**config.mk**
```make
export PLATFORM = sky130hd
export DESIGN_NAME = polar_tx_scheduler
export DESIGN_NICKNAME = d
export VERILOG_FILES = /design/src/rtl/polar_tx_scheduler.sv
export SDC_FILE = /design/constraint.sdc
export NUM_CORES = 2
export LEC_CHECK = 0
export BUFFER_PORTS_ARGS = -buffer_cell sky130_fd_sc_hd__buf_2
export CAP_MARGIN = 20
export CORE_MARGIN = 2
export CORE_UTILIZATION = 35
export DETAILED_ROUTE_END_ITERATION = 16
export SYNTH_ARGS = -nofsm -noshare
export SYNTH_HDL_FRONTEND = slang
export SYNTH_SLANG_ARGS = --single-unit
```
**constraint.sdc**
```tcl
create_clock -name clk -period 59.5 [get_ports clk]
set_input_delay 5.95 -clock clk [delete_from_list [all_inputs] [get_ports clk]]
set_output_delay 5.95 -clock clk [all_outputs]
set_load 0.1 [all_outputs]
```
**src/rtl/polar_tx_scheduler.sv**
```systemverilog
// rtl/polar_tx_scheduler.sv - ping-pong codeword buffer feeding an LSB-first serializer with SOF/EOF and inter-frame gap
module polar_tx_scheduler #(
    parameter int N          = 1024,
    parameter int LOG2N      = 10,
    parameter int GAP_CYCLES = 2
) (
    input  logic         clk,
    input  logic         reset,
    input  logic         cw_valid,
    input  logic [N-1:0] cw_data,
    output logic         cw_ready,
    input  logic         ser_ready,
    output logic         ser_valid,
    output logic         ser_data,
    output logic         ser_sof,
    output logic         ser_eof,
    output logic         busy,
    output logic [15:0]  frames_sent
);

    typedef enum logic [1:0] {IDLE, SHIFT, GAP} state_t;

    localparam logic [LOG2N-1:0] LAST_BIT = LOG2N'(N - 1);
    localparam logic [7:0]       GAP_INIT = (GAP_CYCLES > 0) ? 8'(GAP_CYCLES - 1) : 8'd0;

    state_t             state, state_next;
    logic [N-1:0]       slot [2];
    logic [1:0]         count;
    logic               wr_sel, rd_sel;
    logic [N-1:0]       shreg;
    logic [LOG2N-1:0]   bit_cnt;
    logic [7:0]         gap_cnt;
    logic               accept, load, beat, last_beat;

    assign cw_ready  = (count != 2'd2);
    assign accept    = cw_valid && cw_ready;
    assign load      = (state == IDLE) && (count != 2'd0);
    assign beat      = (state == SHIFT) && ser_ready;
    assign last_beat = beat && (bit_cnt == LAST_BIT);

    assign ser_valid = (state == SHIFT);
    assign ser_data  = shreg[0];
    assign ser_sof   = ser_valid && (bit_cnt == '0);
    assign ser_eof   = ser_valid && (bit_cnt == LAST_BIT);
    assign busy      = (state != IDLE) || (count != 2'd0);

    always_comb begin
        state_next = state;
        case (state)
            IDLE:    if (load) state_next = SHIFT;
            SHIFT:   if (last_beat) state_next = (GAP_CYCLES > 0) ? GAP : IDLE;
            GAP:     if (gap_cnt == 8'd0) state_next = IDLE;
            default: state_next = IDLE;
        endcase
    end

    always_ff @(posedge clk or negedge reset) begin
        if (!reset) state <= IDLE;
        else        state <= state_next;
    end

    // Slot storage carries no reset: contents are only read after being written.
    always_ff @(posedge clk) begin
        if (accept) slot[wr_sel] <= cw_data;
    end

    always_ff @(posedge clk or negedge reset) begin
        if (!reset) begin
            count       <= 2'd0;
            wr_sel      <= 1'b0;
            rd_sel      <= 1'b0;
            shreg       <= '0;
            bit_cnt     <= '0;
            gap_cnt     <= 8'd0;
            frames_sent <= 16'd0;
        end else begin
            if (accept) wr_sel <= ~wr_sel;
            case ({accept, load})
                2'b10:   count <= count + 2'd1;
                2'b01:   count <= count - 2'd1;
                default: count <= count;
            endcase

            if (load) begin
                shreg   <= slot[rd_sel];
                rd_sel  <= ~rd_sel;
                bit_cnt <= '0;
            end else if (beat) begin
                shreg <= shreg >> 1;
                if (last_beat) begin
                    bit_cnt     <= '0;
                    frames_sent <= frames_sent + 16'd1;
                    gap_cnt     <= GAP_INIT;
                end else begin
                    bit_cnt <= bit_cnt + LOG2N'(1);
                end
            end

            if (state == GAP && gap_cnt != 8'd0) gap_cnt <= gap_cnt - 8'd1;
        end
    end

endmodule

```
# ---- Word level (Yosys, flattened, before mapping)
# Memories as Yosys holds them, arrays and structs flattened.
# Cells that the tools add are included.
# W data, S select, Z words.
dict set report op_classes {
  div_mod_pow 0
  add_sub_neg 5
  n_lt_le_gt_ge 0
  n_shift 0
  eq_ne 10
  n_mux 16
  n_bitwise 3
  reduce_logical 21
  n_mul 0
}
# operator n
set ops {}
lappend ops {{$mux W1024} 2}
lappend ops {{$mux W8} 4}
lappend ops {{$mux W10} 3}
lappend ops {{$add A16 B1 Y16 const B} 1}
lappend ops {{$reduce_bool A2 Y1} 6}
lappend ops {{$add A10 B1 Y10 const B} 1}
lappend ops {{$eq A10 B10 Y1 const B} 1}
lappend ops {{$logic_not A10 Y1} 1}
lappend ops {{$reduce_and A3 Y1} 3}
lappend ops {{$logic_not A8 Y1} 1}
lappend ops {{$reduce_bool A8 Y1} 1}
lappend ops {{$sub A8 B1 Y8 const B} 1}
lappend ops {{$logic_and A1 B1 Y1} 7}
lappend ops {{$mux W2} 3}
lappend ops {{$ne A2 B2 Y1 const B} 3}
lappend ops {{$pmux W2 S3} 1}
lappend ops {{$eq A2 B1 Y1 const B} 2}
lappend ops {{$eq A2 B2 Y1 const B} 2}
lappend ops {{$ne A2 B1 Y1 const B} 2}
lappend ops {{$pmux W2 S2} 1}
lappend ops {{$not A1 Y1} 3}
lappend ops {{$add A2 B1 Y2 const B} 1}
lappend ops {{$logic_not A2 Y1} 1}
lappend ops {{$mux W1} 2}
lappend ops {{other kinds (2)} 2}
dict set report word_totals {
  ram_bits 2048
  ff_bits 1064
  inputBits 1028
  latch_bits 0
  out_inout_bits 22
  mem_count 1
  elab_cells 64
  mem_bits_ro 0
}
# name depth word_bits read_ports rd_clocked_by_memory_dff write_ports line
set memory_table {}
lappend memory_table {slot 2 1024 1 0 1 27} ;# logic [N-1:0] slot [2];

# ---- Logic depth before layout (Yosys ltp)
dict set report logic_depth {
  word_depth 7
  depth_mapped 9
  mapped_depth_nobuf 7
}

# ---- Worst setup path before layout
# OpenSTA, ideal clock, no wires.
dict set report synth_timing {
  kind {input-to-reg}
  start {in cw_valid}
  end {mem slot[0][0], enable pin}
  path_buffers 0
  setup_slack_ns 8.566
  required_time_ns 57.052
  arrival_time_ns 48.486
  setup_ns 2.448
  cell_stages 2
  cell_sequence {nand2_1 > nor2_1}
}
dict set report synth_between {
  elab_chain_len 3
}
# item line
set synth_lines {}
lappend synth_lines {{from (decl)} 9} ;# input logic cw_valid,
lappend synth_lines {{$logic_and A1 B1 Y1} 36} ;# assign accept = cw_valid && cw_ready;
lappend synth_lines {{$mux W1} 64} ;# if (accept) slot[wr_sel] <= cw_data;
lappend synth_lines {{$mux W1 (implied by the code)} 64}
lappend synth_lines {{to (decl)} 27}
# Every way passes these cells.

# ---- Worst setup path after layout
dict set report layout_timing {
  start {in cw_valid}
  end {mem slot[0][153], enable pin}
}
# Same word-level chain as after synthesis.

==> insert_results.sql <==
INSERT INTO impl_metrics (metric_group, metric, value, unit) VALUES
('worst_setup_path', 'crit_fanout', '69', ''),
('floorplan', 'core.rowCount', '216', ''),
('placement', 'place.detailed.hpwl', '193000', 'um'),
('routing', 'number_of_iterations_in_the_first_detailed_routing_pass', '6', ''),
('yosys', 'yosys-mux-area-fraction', '0.000257', ''),
('routing', 'drt.antenna.violating_nets', '0', ''),
('run', 'cap_violations', '0', ''),
('cts', 'post_cts.repair.setup_buffers', '0', ''),
('yosys', 'synth_compound_area_frac', '0.129', ''),
('yosys', 'number_of_distinct_library_cell_variants_in_the_gate_level_netlist_after_synthesis', '53', ''),
('yosys', 'post_synth_inst_count', '9074', ''),
('cts', 'tritoncts', 'built', ''),
('grt', 'gr_util_all_layers', '0.168', ''),
('cts', 'max_buffers_root_to_sink', '4', ''),
('sta', 'min_period_over_period', '0.184', ''),
('sta', 'hold_viol', '0', ''),
('power', 'worst_ir_drop_vdd', '27.6', 'uV'),
('sta', 'finalCriticalPeriod', '10.94', 'ns'),
('sta', 'fmax', '91.4', 'MHz'),
('sta', 'grt_setup_unrepaired', 'no', ''),
('power', 'power.switching_fraction', '0.232', ''),
('placement', 'place_area', '131000', 'um^2'),
('routing', 'drc', '0', ''),
('finish', 'drive_above_1_share', '0.168', ''),
('grt', 'pin_count_of_the_biggest_net_entering_global_routing', '246', ''),
('power', 'cell_internal_pwr', '0.00410', 'W'),
('routing', 'routed_wire_length_per_instance', '20.7', 'um'),
('worst_setup_path', 'cp-end-kind', 'register', ''),
('routing', 'drt-total-wl', '308000', 'um'),
('cts', 'cts_resized', '0', ''),
('routing', 'detail_route.vias_per_cell', '5.12', ''),
('sta', 'worst_slew_pin_slew', '1.37', 'ns'),
('finish', 'mostFrequentLayoutCell', 'sky130_fd_sc_hd__edfxtp_1', ''),
('yosys', 'ys_seq_area_frac', '0.724', ''),
('power', 'cellPowerDensity', '37.4', 'nW/um^2'),
('power', 'p_total', '0.00534', 'W'),
('floorplan', 'initial_utilization', '0.352', ''),
('sta', 'timing.final.setup_violations', '0', ''),
('cts', 'cts-root-buf', 'sky130_fd_sc_hd__clkbuf_16', ''),
('yosys', 'yosysWarnings', '0', ''),
('placement', 'place.gp.congestion', '0.827', ''),
('finish', 'mostFrequentLayoutCells', 'sky130_fd_sc_hd__edfxtp_1, sky130_fd_sc_hd__dfrtp_1, sky130_fd_sc_hd__buf_2, sky130_fd_sc_hd__nand2_1, sky130_fd_sc_hd__nor2_1', ''),
('finish', 'ff_latch_area', '88100', 'um^2'),
('worst_setup_path', 'worst-endpoint-required', '59.97', 'ns'),
('sta', 'totalNegativeSetupSlack', '0', 'ns'),
('status', 'status', 'finished clean', ''),
('sta', 'relSlewSlack', '0.0877', ''),
('sta', 'whs', '0.475', 'ns'),
('cts', 'tritoncts_num_sinks', '3112', ''),
('finish', 'utilization', '0.412', ''),
('yosys', 'netlist_area', '122000', 'um^2'),
('yosys', 'synth_simple_gate_area_frac', '0.120', ''),
('grt', 'grt_first_pass_wirelength', '463000', 'um'),
('cts', 'clock_latency', '0.91', 'ns'),
('yosys', 'adder_cell_share_of_the_synthesized_area', '0.000617', ''),
('grt', 'globalRouteOverflowTotal', '0', ''),
('sta', 'fin_skew', '0.0633', 'ns'),
('cts', 'clkTransAtPathRegs', '0.05', 'ns'),
('cts', 'htree_num_levels', '5', ''),
('floorplan', 'floorplan.die.width', '594', 'um'),
('worst_setup_path', 'critical_path.startpoint_type', 'input port', ''),
('grt', 'initial_antenna_violation_count', '246', ''),
('finish', 'fin_area', '143000', 'um^2'),
('yosys', 'number_of_enable_flip_flop_cells_after_synthesis', '2048', ''),
('grt', 'via_count_of_the_first_global_routing_pass', '74400', ''),
('cts', 'cts_buffers', '335', ''),
('finish', 'fin_nets', '10900', ''),
('yosys', 'synthesized_area_fraction_occupied_by_xor_and_xnor_cells', '0.00151', ''),
('floorplan', 'design.core.area', '346000', 'um^2'),
('routing', 'routed-via-count', '76100', ''),
('power', 'pwr-share-comb', '0.078', '');
worst max-delay path: stages:
cell                      delay [ns]
sky130_fd_sc_hd__buf_2          0.09
sky130_fd_sc_hd__nand2_1        0.13
sky130_fd_sc_hd__nor2_4         0.34
sky130_fd_sc_hd__buf_12         0.25
sky130_fd_sc_hd__buf_4          0.72
sky130_fd_sc_hd__buf_4          0.86
sky130_fd_sc_hd__buf_4          0.66
sky130_fd_sc_hd__buf_4          0.61
sky130_fd_sc_hd__buf_4          0.72
sky130_fd_sc_hd__buf_4          0.85
routing by layer:
metal  up-vias  GRT usage  routed length (um)
met1     38000      0.217              129000
met5         -          0                 166
met3       766     0.0260               15600
li1      35200          -                   -
met4        28     0.0789               13400
met2      2172      0.279              150000
state kept, by name, summed over array words and instances, names as in the netlist:
| signal | count |
|---|---|
| wr_sel | 1 |
| slot | 2048 |
| bit_cnt | 10 |
| state | 2 |
| count | 2 |
| shreg | 1024 |
| rd_sel | 1 |
| gap_cnt | 8 |
| frames_sent | 16 |
power by group through the flow:
| stage | clock (W) | sequential (W) | combinational, W |
|---|---|---|---|
| final | 0.00216 | 0.00276 | 0.000418 |
| after global routing | 0.00229 | 0.00279 | 0.000461 |
| after CTS | 0.00221 | 0.00276 | 0.000428 |
| after detailed placement | 0 | 0.00281 | 0.000427 |
| after global placement | 0 | 0.00279 | 0.000415 |
| after floorplan | 0 | 0.00334 | 0.000243 |
per-stage QoR:
stage / instances / worst slack (ns)
5_1_grt: 14800 / 48.13
3_5_place_dp: 14100 / 47.08
2_1_floorplan: 9074 / 8.57
4_1_cts: 14800 / 48.01
3_3_place_gp: 14100 / 47.06
6_report: 14900 / 48.56
cells by family (layout without fill, tap and decap cells):
logic type               after synthesis  count (layout)
adder cells (fa/ha/maj)                6               6
other                                  0             104
flip-flops                          3112            3112
AO/OA/AOI/OAI                       2086            2086
AND/OR/NAND/NOR                     3152            3152
XOR/XNOR                              21              21
buffers and inverters                694            1800
multiplexers                           3               3
path summary, 6_finish.rpt:
| check | cells after the start | end | slack [ns] | start |
|---|---|---|---|---|
| min in group asynchronous | 1 | shreg[785] | 5.07 | reset |
| max in group asynchronous | 6 | shreg[59] | 49.74 | reset |
| hold reg to reg | 2 | shreg[798] | 0.47 | shreg[798] |
| setup / recovery | 10 | slot[0][153] | 48.56 | cw_valid |
| hold / removal | 2 | shreg[798] | 0.47 | shreg[798] |
| setup reg to reg | 10 | slot[0][153] | 53.05 | count[0] |
cell usage after synthesis (all sizes together), types with 2 or more instances:
master / n / area [um^2]
edfxtp: 2048 / 61500
dfrtp: 1064 / 26600
nand2: 1044 / 3920
nor2: 1034 / 3890
o31ai: 1027 / 7760
a211oi: 1023 / 7680
nor2b: 1023 / 6400
buf: 369 / 1860
clkbuf: 317 / 1190
xnor2: 18 / 158
o21ai: 13 / 65.1
nand3: 9 / 45.0
a21oi: 8 / 43.8
inv: 8 / 30.0
nor4: 8 / 95.1
a21o: 7 / 52.6
ha: 6 / 75.1
nand4: 6 / 52.6
nor3: 6 / 30.0
and3: 3 / 18.8
nand2b: 3 / 18.8
xor2: 3 / 26.3
a211o: 2 / 17.5
and4: 2 / 17.5
mux2i: 2 / 20.0
nand4b: 2 / 17.5
nor3b: 2 / 15.0
or2: 2 / 15.0
or3: 2 / 12.5
or3b: 2 / 17.5
layout make-up:
type,count,area share
flip-flops and latches,3112,0.617
well taps,4578,0.0401
inverters,8,0.000263
repair buffers,1165,0.0450
multi-input cells,5268,0.214
diodes,104,0.00182
clock inverters,147,0.0138
clock buffers,480,0.0675
No activity file was read; power rests on OpenSTA's default activity.
